<file path="src/rtl/cache_mem_arbiter.sv">
// Round-robin arbiter sharing one main-RAM port between an instruction cache (0) and a
// data cache (1); serialises level-held fetch/flush requests and aborts on timeout.
module cache_mem_arbiter #(
    parameter int unsigned address_space = 12,
    parameter int unsigned data_size     = 32,
    parameter int unsigned timeout       = 256
) (
    input  logic                     clka,
    input  logic                     rsta,
    input  logic                     fetch0,
    input  logic                     fetch1,
    input  logic                     flush0,
    input  logic                     flush1,
    input  logic [address_space-1:0] addr0,
    input  logic [address_space-1:0] addr1,
    input  logic [data_size-1:0]     wdata0,
    input  logic [data_size-1:0]     wdata1,
    output logic                     fetch_ack0,
    output logic                     fetch_ack1,
    output logic                     flush_ack0,
    output logic                     flush_ack1,
    output logic [data_size-1:0]     rdata0,
    output logic [data_size-1:0]     rdata1,
    output logic                     err,
    output logic                     mem_en,
    output logic                     mem_we,
    output logic [address_space-1:0] mem_addr,
    output logic [data_size-1:0]     mem_wdata,
    input  logic [data_size-1:0]     mem_rdata,
    input  logic                     mem_ready
);

    typedef enum logic [1:0] {StIdle, StMem, StResp} state_e;

    localparam logic [15:0] CntLast = 16'(timeout - 1);

    state_e                   state_q, state_d;
    logic                     last_grant_q, last_grant_d;
    logic                     gnt_q, gnt_d;
    logic                     op_q, op_d;
    logic [15:0]              cnt_q, cnt_d;
    logic [address_space-1:0] addr_d;
    logic [data_size-1:0]     wdata_d, rdata0_d, rdata1_d, rd_val;
    logic                     fetch_ack0_d, fetch_ack1_d, flush_ack0_d, flush_ack1_d;
    logic                     err_d, mem_en_d, mem_we_d;
    logic                     pend0, pend1, sel;

    always_comb begin
        state_d      = state_q;
        last_grant_d = last_grant_q;
        gnt_d        = gnt_q;
        op_d         = op_q;
        cnt_d        = cnt_q;
        addr_d       = mem_addr;
        wdata_d      = mem_wdata;
        rdata0_d     = rdata0;
        rdata1_d     = rdata1;
        fetch_ack0_d = 1'b0;
        fetch_ack1_d = 1'b0;
        flush_ack0_d = 1'b0;
        flush_ack1_d = 1'b0;
        err_d        = 1'b0;
        mem_en_d     = 1'b0;
        mem_we_d     = 1'b0;
        pend0        = fetch0 | flush0;
        pend1        = fetch1 | flush1;
        // On a tie the requester that did not win last time is chosen.
        sel          = (pend0 && pend1) ? ~last_grant_q : pend1;
        rd_val       = mem_ready ? mem_rdata : '0;

        unique case (state_q)
            StIdle: begin
                if (pend0 || pend1) begin
                    gnt_d        = sel;
                    last_grant_d = sel;
                    op_d         = sel ? flush1 : flush0;
                    addr_d       = sel ? addr1 : addr0;
                    wdata_d      = sel ? wdata1 : wdata0;
                    cnt_d        = '0;
                    mem_en_d     = 1'b1;
                    mem_we_d     = op_d;
                    state_d      = StMem;
                end
            end
            StMem: begin
                cnt_d = cnt_q + 16'd1;
                if (mem_ready || cnt_q == CntLast) begin
                    state_d = StResp;
                    err_d   = ~mem_ready;
                    if (!op_q) begin
                        if (gnt_q) rdata1_d = rd_val;
                        else       rdata0_d = rd_val;
                    end
                    fetch_ack0_d = ~op_q & ~gnt_q;
                    fetch_ack1_d = ~op_q &  gnt_q;
                    flush_ack0_d =  op_q & ~gnt_q;
                    flush_ack1_d =  op_q &  gnt_q;
                end else begin
                    mem_en_d = 1'b1;
                    mem_we_d = op_q;
                end
            end
            StResp: begin
                state_d = StIdle;
            end
            default: begin
                state_d = StIdle;
            end
        endcase
    end

    always_ff @(posedge clka or negedge rsta) begin
        if (!rsta) begin
            state_q      <= StIdle;
            last_grant_q <= 1'b1;
            gnt_q        <= 1'b0;
            op_q         <= 1'b0;
            cnt_q        <= '0;
            mem_addr     <= '0;
            mem_wdata    <= '0;
            rdata0       <= '0;
            rdata1       <= '0;
            fetch_ack0   <= 1'b0;
            fetch_ack1   <= 1'b0;
            flush_ack0   <= 1'b0;
            flush_ack1   <= 1'b0;
            err          <= 1'b0;
            mem_en       <= 1'b0;
            mem_we       <= 1'b0;
        end else begin
            state_q      <= state_d;
            last_grant_q <= last_grant_d;
            gnt_q        <= gnt_d;
            op_q         <= op_d;
            cnt_q        <= cnt_d;
            mem_addr     <= addr_d;
            mem_wdata    <= wdata_d;
            rdata0       <= rdata0_d;
            rdata1       <= rdata1_d;
            fetch_ack0   <= fetch_ack0_d;
            fetch_ack1   <= fetch_ack1_d;
            flush_ack0   <= flush_ack0_d;
            flush_ack1   <= flush_ack1_d;
            err          <= err_d;
            mem_en       <= mem_en_d;
            mem_we       <= mem_we_d;
        end
    end

endmodule

</file>
<file path="config.mk">
export PLATFORM = sky130hd
export DESIGN_NAME = cache_mem_arbiter
export DESIGN_NICKNAME = d
export VERILOG_FILES = /design/src/rtl/cache_mem_arbiter.sv
export SDC_FILE = /design/constraint.sdc
export NUM_CORES = 1
export LEC_CHECK = 0
export ABC_AREA = 1
export CAP_MARGIN = 20
export CORE_ASPECT_RATIO = 0.5
export CORE_MARGIN = 2
export CORE_UTILIZATION = 30
export CTS_CLUSTER_DIAMETER = 120
export DETAILED_ROUTE_END_ITERATION = 12
export GPL_ROUTABILITY_DRIVEN = 0
export SYNTH_ARGS = -nofsm -noshare
export SYNTH_HDL_FRONTEND = slang
export SYNTH_SLANG_ARGS = --single-unit
</file>
<file path="constraint.sdc">
create_clock -name clka -period 4.7 [get_ports clka]
set_input_delay 1.175 -clock clka [delete_from_list [all_inputs] [get_ports clka]]
set_output_delay 1.175 -clock clka [all_outputs]
set_load 0.05 [all_outputs]
</file>
# Yosys cells after proc, flatten, opt, wreduce, memory -nomap -nowiden
# Cells that the tools add are included.
# op_classes
addsub	1
n_mux	26
n_eq_ne	4
n_reduce_logical	10
bitwise_logic	10
# ops
op	count
2-to-1 mux 32 bit	2
one-hot mux 16 bit (2 select lines)	1
adder 16 x 1 -> 16 bit, second input constant	1
equality test 16 x 8 -> 1 bit, second input constant	1
2-to-1 mux 1 bit	16
2-to-1 mux 16 bit	1
2-to-1 mux 12 bit	1
AND reduction 4 bit	2
AND reduction 2 bit	3
AND 1 bit	4
2-to-1 mux 2 bit	2
!= test 2 bit, second input constant	2
inverter 1 bit	4
one-hot mux 1 bit (2 select lines)	2
one-hot mux 2 bit (2 select lines)	1
equality test 2 x 1 -> 1 bit, second input constant	1
zero test 2 bit	1
logical OR 1 bit	2
bitwise OR 1 bit	2
nonzero test 2 bit	1
logical AND 1 bit	1
# totals
regBits	136
wordCells	67
input_bits	127

# Depth between registers and ports, before layout
# depth
word_depth	6
depth_mapped	11

# Worst setup path after synthesis
# No wires, ideal clock.
# synth_path
kind	in2reg
startpoint	in fetch1
endpoint	reg mem_en
arrival_ps	1969
cell_stages	6
setup_time_ps	130
path_slack_ps	2602
n_path_buf	2
required_ps	4570
path_cell_list	nor2_1 > nand2_1 > nand3_2 > buf_2 > buf_2 > o21ai_0
# synth_via
elab_chain_cells	4
# synth_rtl
element	line_no	text
start: declaration	11	input logic fetch1,
bitwise OR 1 bit	66	pend1 = fetch1 | flush1;
logical OR 1 bit	73	if (pend0 || pend1) begin
2-to-1 mux 1 bit	73	
one-hot mux 1 bit (2 select lines)	71	unique case (state_q)
net mem_en_d	45	logic err_d, mem_en_d, mem_we_d;
end signal: assignment	145	mem_en <= mem_en_d;
end: declaration	25	output logic mem_en,
# The timed path passes the listed nets, and every way through them passes these cells.
# A chain may end at the register's enable or synchronous reset.

# Worst setup path after layout
# layout_path
startpoint	reg rdata0[31]
endpoint	out rdata0[31]
# layout_lines
element	line_no	text
start: declaration	22	output logic [data_size-1:0] rdata0,
start signal: assignment	138	rdata0 <= rdata0_d;
# No word-level cell between the ends.

==> parameters.txt <==
Parameter                              Value

Run status
  Outcome ... completed

Clock tree
  CTS Root Cell ... clkbuf_16
  Total of cells resized after clock tree synthesis ... 0
  H-Tree Depth ... 4
  Bufs on Longest Clock Path ... 2
  Number of clock sinks ... 136
  Setup fix buffers added after clock tree synthesis ... 0
  Later-pin clock latency in the skew report ... 0.41 ns
  Clock tree from TritonCTS ... yes
  Clock transition at the registers of the reported paths ... 0.06 ns
  Quantity of hold-fixing buffers added after cts ... 0
  TritonCTS Buffers ... 17

Synthesis
  Average size of a mapped cell ... 7.97 sq um
  Multiplexer fraction of the synthesized cell area ... 0
  Seq/Total Area, Yosys ... 0.554
  XOR/XNOR Fraction of Synth Area ... 0.00285
  Adder-Cell Fraction of Synth Area ... 0.00204
  Cell count after synthesis ... 771
  Number of synthesized register bits ... 136
  Number of warnings issued by yosys ... 0
  Syn_nets ... 899
  Netlist cell types ... 31
  Share of the synthesized area in compound gates (AO/OA/AOI/OAI) ... 0.0970
  Simple-gate area share of the yosys netlist ... 0.272
  Post-Synthesis Cell Area ... 0.00614 sq mm
  Largest family of logic cells by synthesized area ... simple AND/OR/NAND/NOR gates

Routing
  Vias per std cell ... 4.50
  Drc violations ... 0
  Drt first-iter violations ... 374
  Number of iterations in the first detailed-routing pass ... 5
  Final WL ... 19,400 microns
  Mean routed wirelength per cell ... 15.1 microns
  Total number of vias ... 5,758
  Residual antenna-violating net count after detailed routing ... 0

Power and ir drop
  Ratio of total power to cell area ... 768 mW/mm^2
  Worst-case vdd ir drop ... 0.435 mV
  Leakage power ... 4.52 nW
  Overall power of the completed layout ... 7.23 mW

Layout
  Finished Cell Area ... 0.00942 sq mm
  Highest-count cells in the layout ignoring fill and taps ... nand2_1, clkdlybuf4s50_1, dfrtp_1
  Area of the multi-input gates ... 0.00231 sq mm
  Layout cell share with drive strength beyond 1 ... 0.0592
  Number of nets in the layout ... 1,128
  Ant. Diodes ... 0
  Most common cell after layout, fill and taps aside ... nand2_1
  Filler Cell Count ... 1,883
  Register area ... 0.00340 sq mm
  Area delta synth->final ... 53.3%

Placed design
  Final HPWL DP ... 13,100 microns
  Pre-CTS worst setup slack ... 1.61 ns
  Post-placement cell area ... 0.00876 sq mm
  Total of buffers placed on input and output ports ... 241

Worst setup path
  Arrival time of data at the critical path endpoint ... 1.64 ns
  Cell-by-cell listing of the critical path ... clkdlybuf4s50_1
  Classification of the worst setup path ... flop to primary output
  CP Data Required Time ... 3.52 ns
  CP delay by family, top ... buffers and inverters
  Slowest cell delay on critical path ... 0.87 ns
  Crit path buffers/inverters ... 1
  Largest fanout on the critical path ... 2
  Nature of the critical path startpoint ... flop
  Critical path capture point type ... primary output
  Critical Path Slowest Stage Cell ... clkdlybuf4s50_1

Floorplanning
  Horizontal die dimension ... 206 microns
  Area of the die ... 0.0217 sq mm
  Height of the die ... 105 microns
  Initial core utilization ... 0.311
  Standard-cell rows ... 36
  Top-level port count ... 242
  Core area ... 0.0198 sq mm

Global routing
  Antenna violations before repair ... 0
  Pin count of the biggest net entering global routing ... 101
  Global route total overflow ... 0
  Total Routing Usage GR ... 0.181
  Via count of the first global-routing pass ... 5,636
  Global-route wire length before repair ... 30,500 microns

Min path
  Type of the most critical hold path ... flop to flop

STA
  Final setup margin ... 1.89 ns
  Tightest Pin Transition ... 0.969 ns
  Number of setup violations in the final report ... 0
  Fin Clk Skew ... 0.00476 ns
  Final-layout worst hold slack ... 0.471 ns
  Number of max-slew violations in the final report ... 0
  Final worst path period share ... 0.598
  Slew HR ... 0.354
  Hold violation count in the final report ... 0
  Final worst path period need ... 2.81 ns
  RSZ-0062 raised after global routing ... no
  Highest clock rate ... 356 MHz
  Summed negative setup slack over all endpoints ... 0 ns

Run
  Max-capacitance violation count ... 0
cells by family after synthesis:
| group | after synthesis |
|---|---|
| adders and majority gates | 1 |
| buffers and inverters | 101 |
| and+or+nand+nor | 417 |
| DFF | 136 |
| AOI/OAI and AO/OA | 114 |
| xor gates and xnor gates | 2 |
cells in the mapped netlist:
library cell	instances	share of area
nand2_1	290	0.18
dfrtp_1	135	0.55
nor2_1	71	0.043
o21ai_0	59	0.048
inv_1	57	0.035
o21ai_1	41	0.033
nand3_1	39	0.032
clkbuf_1	19	0.012
buf_2	12	0.0098
a21oi_1	7	0.0057
buf_4	4	0.0049
buf_6	4	0.0073
inv_2	4	0.0024
nand4_1	4	0.0041
nor2_2	4	0.0041
nand2_2	3	0.0031
nand3_2	2	0.0033
nor3_1	2	0.0016
xor2_1	2	0.0029
a22o_1	1	0.0014
a2bb2oi_1	1	0.0014
a31oi_1	1	0.0010
clkbuf_2	1	0.00081
dfstp_2	1	0.0043
ha_1	1	0.0020
nand2_4	1	0.0018
nor2_4	1	0.0018
o21a_1	1	0.0012
o21ai_2	1	0.0014
o22ai_2	1	0.0020
o31ai_1	1	0.0012
report_power, final:
| group | leakage [nW] | internal, mW | switching [mW] |
|---|---|---|---|
| registers | 1.73 | 1.66 | 0.280 |
| clock network | 0.311 | 0.961 | 0.517 |
| logic | 2.48 | 1.16 | 2.65 |
| total | 4.52 | 3.79 | 3.44 |
state kept, by name, indices dropped and copies added (netlist names):
| register | count |
|---|---|
| err | 1 |
| cnt_q | 16 |
| mem_we | 1 |
| mem_en | 1 |
| last_grant_q | 1 |
| flush_ack0 | 1 |
| gnt_q | 1 |
| flush_ack1 | 1 |
| state_q | 2 |
| fetch_ack0 | 1 |
| rdata1 | 32 |
| fetch_ack1 | 1 |
| mem_wdata | 32 |
| rdata0 | 32 |
| op_q | 1 |
| mem_addr | 12 |
layer usage:
layer / vias to the layer above / GRT usage / wire length, microns
met3: 19 / 0.0471 / 1200
met1: 2702 / 0.231 / 8390
li1: 2876 / - / -
met5: - / 0 / 0
met2: 161 / 0.301 / 9540
met4: 0 / 0.0531 / 240
metrics by stage:
step,util,std cells
3_3_place_gp,0.443,1247
5_1_grt,0.476,1279
2_1_floorplan,-,771
6_report,0.476,1279
4_1_cts,0.476,1279
3_5_place_dp,0.443,1247
worst paths after layout:
kind	from	to	slack, ns	depth (start not counted)
min in group asynchronous	rsta	rdata0[10]	0.83	1
hold reg to reg	rdata0[30]	rdata0[30]	0.47	2
hold / removal	rdata0[30]	rdata0[30]	0.47	2
setup reg to reg	state_q[1]	rdata0[21]	2.10	10
setup / recovery	rdata0[31]	rdata0[31]	1.89	1
max in group asynchronous	rsta	mem_wdata[15]	2.96	2
area by class of cell:
type	count	share of cell area
flip-flops and latches	136	0.362
repair buffers	250	0.264
multi-input cells	534	0.245
clock buffers	22	0.0525
well taps	266	0.0353
inverters	61	0.0243
clock inverters	10	0.0174
worst register-to-register path, cell delays in order (launching register included):
cell and delay (ns):
dfrtp_1 0.38, inv_2 0.09, nand2_2 0.16, inv_2 0.28, nand2_1 0.13, nor2_2 0.09, buf_4 0.36, nand2_1 0.48
buf_4 0.38, nand2_1 0.09, nand2_1 0.05
Note: power is estimated with default switching activity, not from simulation.
